File: src/rtl/ctrl_pkg.sv
// Shared definitions for the multicycle instruction controller.
// Latency: n/a (constants, types and pure helper functions only).
// Backpressure: n/a.
package ctrl_pkg;

    // Opcodes recognised by the controller
    localparam logic [6:0] OP_RTYPE = 7'b0110011;
    localparam logic [6:0] OP_ITYPE = 7'b0010011;
    localparam logic [6:0] OP_LOAD  = 7'b0000011;
    localparam logic [6:0] OP_STORE = 7'b0100011;

    // alu_op encodings
    localparam logic [1:0] ALU_ADD   = 2'b00;
    localparam logic [1:0] ALU_RTYPE = 2'b01;

    typedef enum logic [2:0] {
        ST_FETCH  = 3'd0,
        ST_DECODE = 3'd1,
        ST_EXEC   = 3'd2,
        ST_MEM    = 3'd3,
        ST_WB     = 3'd4,
        ST_HALT   = 3'd5
    } state_t;

    // Opcodes that execute; anything else halts the machine.
    function automatic logic is_legal_op(input logic [6:0] op);
        return (op == OP_RTYPE) || (op == OP_ITYPE) ||
               (op == OP_LOAD)  || (op == OP_STORE);
    endfunction

    // Opcodes that need a data-memory access after EXEC.
    function automatic logic is_mem_op(input logic [6:0] op);
        return (op == OP_LOAD) || (op == OP_STORE);
    endfunction

endpackage

File: src/rtl/retire_counter.sv
// Free-running 32-bit count of retired instructions, wraps to zero.
// Latency: count reflects an inc pulse on the cycle after it is sampled.
// Backpressure: none; inc is taken every cycle it is high.
// Ports: clk, rst (sync, active high), inc (one-cycle retire pulse),
//        count (current total).
module retire_counter (
    input  logic        clk,
    input  logic        rst,
    input  logic        inc,
    output logic [31:0] count
);

    logic [31:0] count_q;

    always_ff @(posedge clk) begin
        if (rst) begin
            count_q <= '0;
        end else if (inc) begin
            // Natural 32-bit overflow gives the required wrap to 0
            count_q <= count_q + 32'd1;
        end
    end

    assign count = count_q;

endmodule

File: src/rtl/multicycle_ctrl.sv
// Multicycle CPU control FSM: FETCH/DECODE/EXEC/MEM/WB with HALT on bad opcode.
// Latency: 4 cycles (R/I/store), 5 cycles (load), +1 per cycle mem_ready is low.
// Backpressure: memory stalls FETCH and MEM by holding mem_ready low.
// Ports: clk, rst (sync, active high), opcode, mem_ready in; memory handshake
//        (mem_req/mem_we/iord), datapath enables/selects, alu_op,
//        instr_retired, retire_count and halted out.
module multicycle_ctrl
    import ctrl_pkg::*;
(
    input  logic        clk,
    input  logic        rst,
    input  logic [6:0]  opcode,
    input  logic        mem_ready,
    output logic        mem_req,
    output logic        mem_we,
    output logic        iord,
    output logic        ir_write,
    output logic        pc_write,
    output logic        mdr_write,
    output logic        aluout_write,
    output logic        reg_write,
    output logic        mem_to_reg,
    output logic        alu_src,
    output logic [1:0]  alu_op,
    output logic        instr_retired,
    output logic [31:0] retire_count,
    output logic        halted
);

    state_t      state_q, state_d;
    logic [6:0]  opcode_q, opcode_d;
    logic [31:0] count_w;

    always_ff @(posedge clk) begin
        if (rst) begin
            state_q  <= ST_FETCH;
            opcode_q <= '0;
        end else begin
            state_q  <= state_d;
            opcode_q <= opcode_d;
        end
    end

    always_comb begin
        state_d       = state_q;
        opcode_d      = opcode_q;
        mem_req       = 1'b0;
        mem_we        = 1'b0;
        iord          = 1'b0;
        ir_write      = 1'b0;
        pc_write      = 1'b0;
        mdr_write     = 1'b0;
        aluout_write  = 1'b0;
        reg_write     = 1'b0;
        mem_to_reg    = 1'b0;
        alu_src       = 1'b0;
        alu_op        = ALU_ADD;
        instr_retired = 1'b0;
        halted        = 1'b0;

        // Reset gates every output so no memory write or retire can leak
        // out during a reset cycle, whatever the state register holds.
        if (!rst) begin
            case (state_q)
                ST_FETCH: begin
                    mem_req = 1'b1;
                    if (mem_ready) begin
                        ir_write = 1'b1;
                        pc_write = 1'b1;
                        state_d  = ST_DECODE;
                    end
                end
                ST_DECODE: begin
                    // Later states use only the latched copy of the opcode
                    opcode_d = opcode;
                    state_d  = is_legal_op(opcode) ? ST_EXEC : ST_HALT;
                end
                ST_EXEC: begin
                    aluout_write = 1'b1;
                    if (opcode_q == OP_RTYPE) begin
                        alu_src = 1'b0;
                        alu_op  = ALU_RTYPE;
                    end else begin
                        alu_src = 1'b1;
                        alu_op  = ALU_ADD;
                    end
                    state_d = is_mem_op(opcode_q) ? ST_MEM : ST_WB;
                end
                ST_MEM: begin
                    mem_req = 1'b1;
                    iord    = 1'b1;
                    mem_we  = (opcode_q == OP_STORE);
                    if (mem_ready) begin
                        if (opcode_q == OP_STORE) begin
                            // Store has no writeback; it retires here
                            instr_retired = 1'b1;
                            state_d       = ST_FETCH;
                        end else begin
                            mdr_write = 1'b1;
                            state_d   = ST_WB;
                        end
                    end
                end
                ST_WB: begin
                    reg_write     = 1'b1;
                    mem_to_reg    = (opcode_q == OP_LOAD);
                    instr_retired = 1'b1;
                    state_d       = ST_FETCH;
                end
                ST_HALT: begin
                    halted = 1'b1;
                end
                default: begin
                    state_d = ST_FETCH;
                end
            endcase
        end
    end

    retire_counter u_retire (
        .clk   (clk),
        .rst   (rst),
        .inc   (instr_retired),
        .count (count_w)
    );

    assign retire_count = rst ? 32'd0 : count_w;

endmodule

File: config.mk
export PLATFORM = sky130hd
export DESIGN_NAME = multicycle_ctrl
export DESIGN_NICKNAME = d
export VERILOG_FILES = /design/src/rtl/ctrl_pkg.sv /design/src/rtl/retire_counter.sv /design/src/rtl/multicycle_ctrl.sv
export SDC_FILE = /design/constraint.sdc
export NUM_CORES = 1
export LEC_CHECK = 0
export ABC_CLOCK_PERIOD_IN_PS = 5860
export BUFFER_PORTS_ARGS = -buffer_cell sky130_fd_sc_hd__clkbuf_2
export CAP_MARGIN = 40
export CORE_ASPECT_RATIO = 1.75
export CORE_MARGIN = 10
export CORE_UTILIZATION = 40
export CTS_CLUSTER_SIZE = 20
export DETAILED_ROUTE_END_ITERATION = 12
export GPL_ROUTABILITY_DRIVEN = 0
export PLACE_DENSITY = 0.6
export SLEW_MARGIN = 15
export SYNTH_ARGS = -nofsm -noshare
export SYNTH_HDL_FRONTEND = slang
export SYNTH_HIERARCHICAL = 1
export SYNTH_SLANG_ARGS = --single-unit
File: constraint.sdc
create_clock -name clk -period 5.86 [get_ports clk]
set_clock_uncertainty 0.2 [all_clocks]
set_input_delay 0.879 -clock clk [delete_from_list [all_inputs] [get_ports clk]]
set_output_delay 0.879 -clock clk [all_outputs]
set_load 0.02 [all_outputs]
==> results by group <==
Critical path
  – Most numerous cell on the critical path: clkbuf_2
  – CP bufs+invs: 4
  – Reg-to-reg endpoint: u_retire/count[25]
  – Arr. time, crit path: around 2.5 ns
  – Crit-path cells: clkbuf_2 -> buf_4 -> nor2_1 -> nand3b_1 -> o21ai_0 -> clkbuf_2 -> clkbuf_2
  – Critical R2R Launch: state_q[2]
  – WP data required: 4.78 ns
  – Crit Path Max Fanout: 86
  – Reg2Reg Depth: 7
  – Endpoint class of the critical path: primary output
  – Worst setup startpoint: rst
  – Delay-heaviest family, CP: buffers and inverters
  – Critical path depth: 7
  – R2r setup slk: approximately 2.7 ns
  – Worst path max stage delay: between 0.6 and 0.7 ns
  – WS Path Type: input pin to primary output
  – CP Launch Type: input pin
  – Critical Path Sink: instr_retired
  – CP max stage cell: buf_4

Synthesis
  – Yosys cell types: 49
  – Synthesized area: ~0.0024 mm2
  – Syn Inst Count: roughly 300
  – Yosys warning count: 6
  – Flops & latches, synth: 42
  – Sequential area share after synthesis: 34.6%
  – Syn avg cell area: slightly above 8 um2
  – Post-Syn Nets: just over 300
  – Post-synth EDFFs: 0
  – Predominant post-synthesis flop cell: dfxtp_1
  – Asr flop ratio synth: 0%

Floorplan
  – Standard-cell rows: 37
  – Die width: roughly 79 um
  – Core outline area: ~0.006 mm2
  – Die footprint: ~0.0097 mm2
  – Initial Util: 41.4%
  – Die height: about 120 um
  – I/O pins: 56

GRT
  – Initial antenna violation count: 0
  – Total global routing overflow: 0
  – Largest net degree at the start of global routing: 87
  – First-pass GRT wire length: ~9600 um
  – Vias in the first global route: between 2000 and 2500
  – GRT Overall Usage: about 12%

Timing
  – Final Hold Violating Endpoints: 0
  – Final period util: between 60% and 70%
  – Setup slack after layout: about 2.2 ns
  – Slew @ Worst Pin: ~0.81 ns
  – Setup TNS: 0 ns
  – Peak Freq: 277 MHz
  – RSZ-0062 raised after global routing: no
  – Fin crit period: 3.62 ns
  – Final Max Tran Viols: 0
  – Rel. slew slack: 46.2%
  – Setup-failing EPs final: 0

Pwr
  – Clock Power Share: ~39%
  – Peak supply drop: about 130 uV
  – Power Total: around 0.00058 W
  – Comb power frac: around 8.9%
  – Pwr/cell area: between 200 and 250 mW/mm2
  – Pleak: between 1 and 1.5 nW
  – P_sw: 0.000139 W
  – Switching share of total power: about a quarter
  – Int Pwr: around 0.00044 W
  – Reg power frac: 52.1%

Detailed routing
  – First drt pass iteration count: 4
  – Final Routed Wirelength: slightly below 6000 um
  – Vias per cell: 5.08
  – Routed Antenna Nets: 0
  – First DRT Iteration DRCs: 75
  – WL per Instance: approximately 14 um
  – Drt drc: 0
  – Vias: 2113

Job
  – Max-Cap Viols: 0

Clock tree
  – Num CTS Buffers: 5
  – Post-cts resize count: 0
  – Post-CTS Repair Setup Buffers: 0
  – CTS tree: done
  – Worst-Skew Late Latency: between 0.2 and 0.3 ns
  – # clock sinks: 42
  – Clock transition at the registers of the reported paths: roughly 0.08 ns
  – CTS Hold Bufs: 0
  – CTS root buffer: clkbuf_8
  – Clock buffer depth: 2
  – # H-tree levels: 2

Final layout
  – Area grow syn2layout: 15.4%
  – Most frequent cells in the layout: clkbuf_2 (55), nor2b_1 (47), dfxtp_1 (42), nor2_1 (38), nand2_1 (12)
  – Reg area: about 840 um2
  – Fillers: between 600 and 700
  – Layout cells sized above 1: between 20% and 30%
  – Most common cell after layout, fill and taps aside: clkbuf_2
  – Area occupied by multi-input gates: 0.00145 mm2
  – Inserted Diodes: 0
  – Net total in the final layout: approximately 350
  – Final core occ: between 40% and 50%

Place
  – Post-DP HPWL: about 4400 um
  – # port buffers: 54
  – Worst slack at placement: between 1.5 and 2 ns

Min path
  – Hold WC Path Type: flop to flop

Run status
  – Outcome: finished, final reports clean
worst min-delay path by stage:
stage           startpoint           to  slack [ns]  depth (start not counted)
2_1_floorplan  opcode_q[0]  opcode_q[0]        0.25                          2
3_3_place_gp   opcode_q[3]  opcode_q[3]        0.27                          2
3_5_place_dp   opcode_q[3]  opcode_q[3]        0.28                          2
4_1_cts        opcode_q[3]  opcode_q[3]        0.30                          2
5_1_grt        opcode_q[0]  opcode_q[0]        0.32                          2
6_report       opcode_q[0]  opcode_q[0]        0.30                          2
metal layers:
metal  GRT usage (%)  wire, um  share of wire [%]  vias up
li1                -         -                  -     1095
met1            11.9      2350                 41      974
met2            22.4      3010                 52       38
met3            4.14       347                6.0        6
met4            4.73        89                1.5        0
met5               0         0                  0        -
power groups by stage:
stage / clock [W] / sequential [W] / combinational, W
floorplan: 0 / 0.000301 / 0.0000459
global placement: 0 / 0.000307 / 0.0000505
detailed placement: 0 / 0.000307 / 0.0000511
CTS: 0.000232 / 0.000300 / 0.0000512
global route: 0.000245 / 0.000301 / 0.0000561
finish: 0.000225 / 0.000300 / 0.0000510
cell type report:
type                    count  area share, %
repair buffers             56           10.1
flip-flops and latches     42           29.9
inverters                   7          0.935
clock inverters             3           1.43
well taps                  78           3.47
clock buffers               5           2.45
multi-input cells         225           51.7
kinds of logic after synthesis:
kind of cell	Yosys count	synth area share (%)
muxes	19	8.38
AOI/OAI and AO/OA	24	6.22
xor gates and xnor gates	13	4.68
and+or+nand+nor	167	39.7
DFF	42	34.6
other	1	0.154
buffers and inverters	28	5.76
adders and majority gates	1	0.514
synthesized netlist by cell type (2+ instances only):
cell type,instances,area (um2)
nor3b_1,2,15.0
buf_4,2,15.0
o21ai_0,6,30.0
nand2_1,12,45.0
xnor2_1,4,35.0
and4_1,3,26.3
o31ai_1,3,22.5
dfxtp_1,42,841
or4_1,3,22.5
buf_6,3,33.8
or2b_1,2,15.0
or3_1,4,25.0
nor3_1,11,55.1
clkbuf_1,12,45.0
nand4_1,11,68.8
xor2_1,9,78.8
mux2i_1,8,80.1
nor4_1,5,31.3
mux2_1,2,22.5
nor2b_1,47,294
a21oi_1,9,45.0
nor2_1,38,143
and3_1,4,25.0
nand3_1,11,55.1
buf_2,4,20.0
mux2_2,9,101
inv_1,7,26.3
per-stage QoR:
stage	instance area [um2]	hold WS (ns)	cells
after floorplan	2430	0.252	295
after global placement	2700	0.271	407
after detailed placement	2700	0.278	407
after CTS	2800	0.299	415
after global routing	2810	0.320	416
final	2810	0.297	416
sequential cells by signal (all words and copies together) (netlist names):
signal / count
u_retire/count: 32
state_q: 3
opcode_q: 7
worst reg2reg max path, cell delays in order, from the launching register on:
cell and delay [ns]:
dfxtp_1 0.43, nor2_1 0.41, nand4_1 0.17, o21ai_0 0.38, and4_1 0.45, nand4_1 0.34, nor3_1 0.31, mux2_2 0.36
Note: power is estimated with default switching activity, not from simulation.
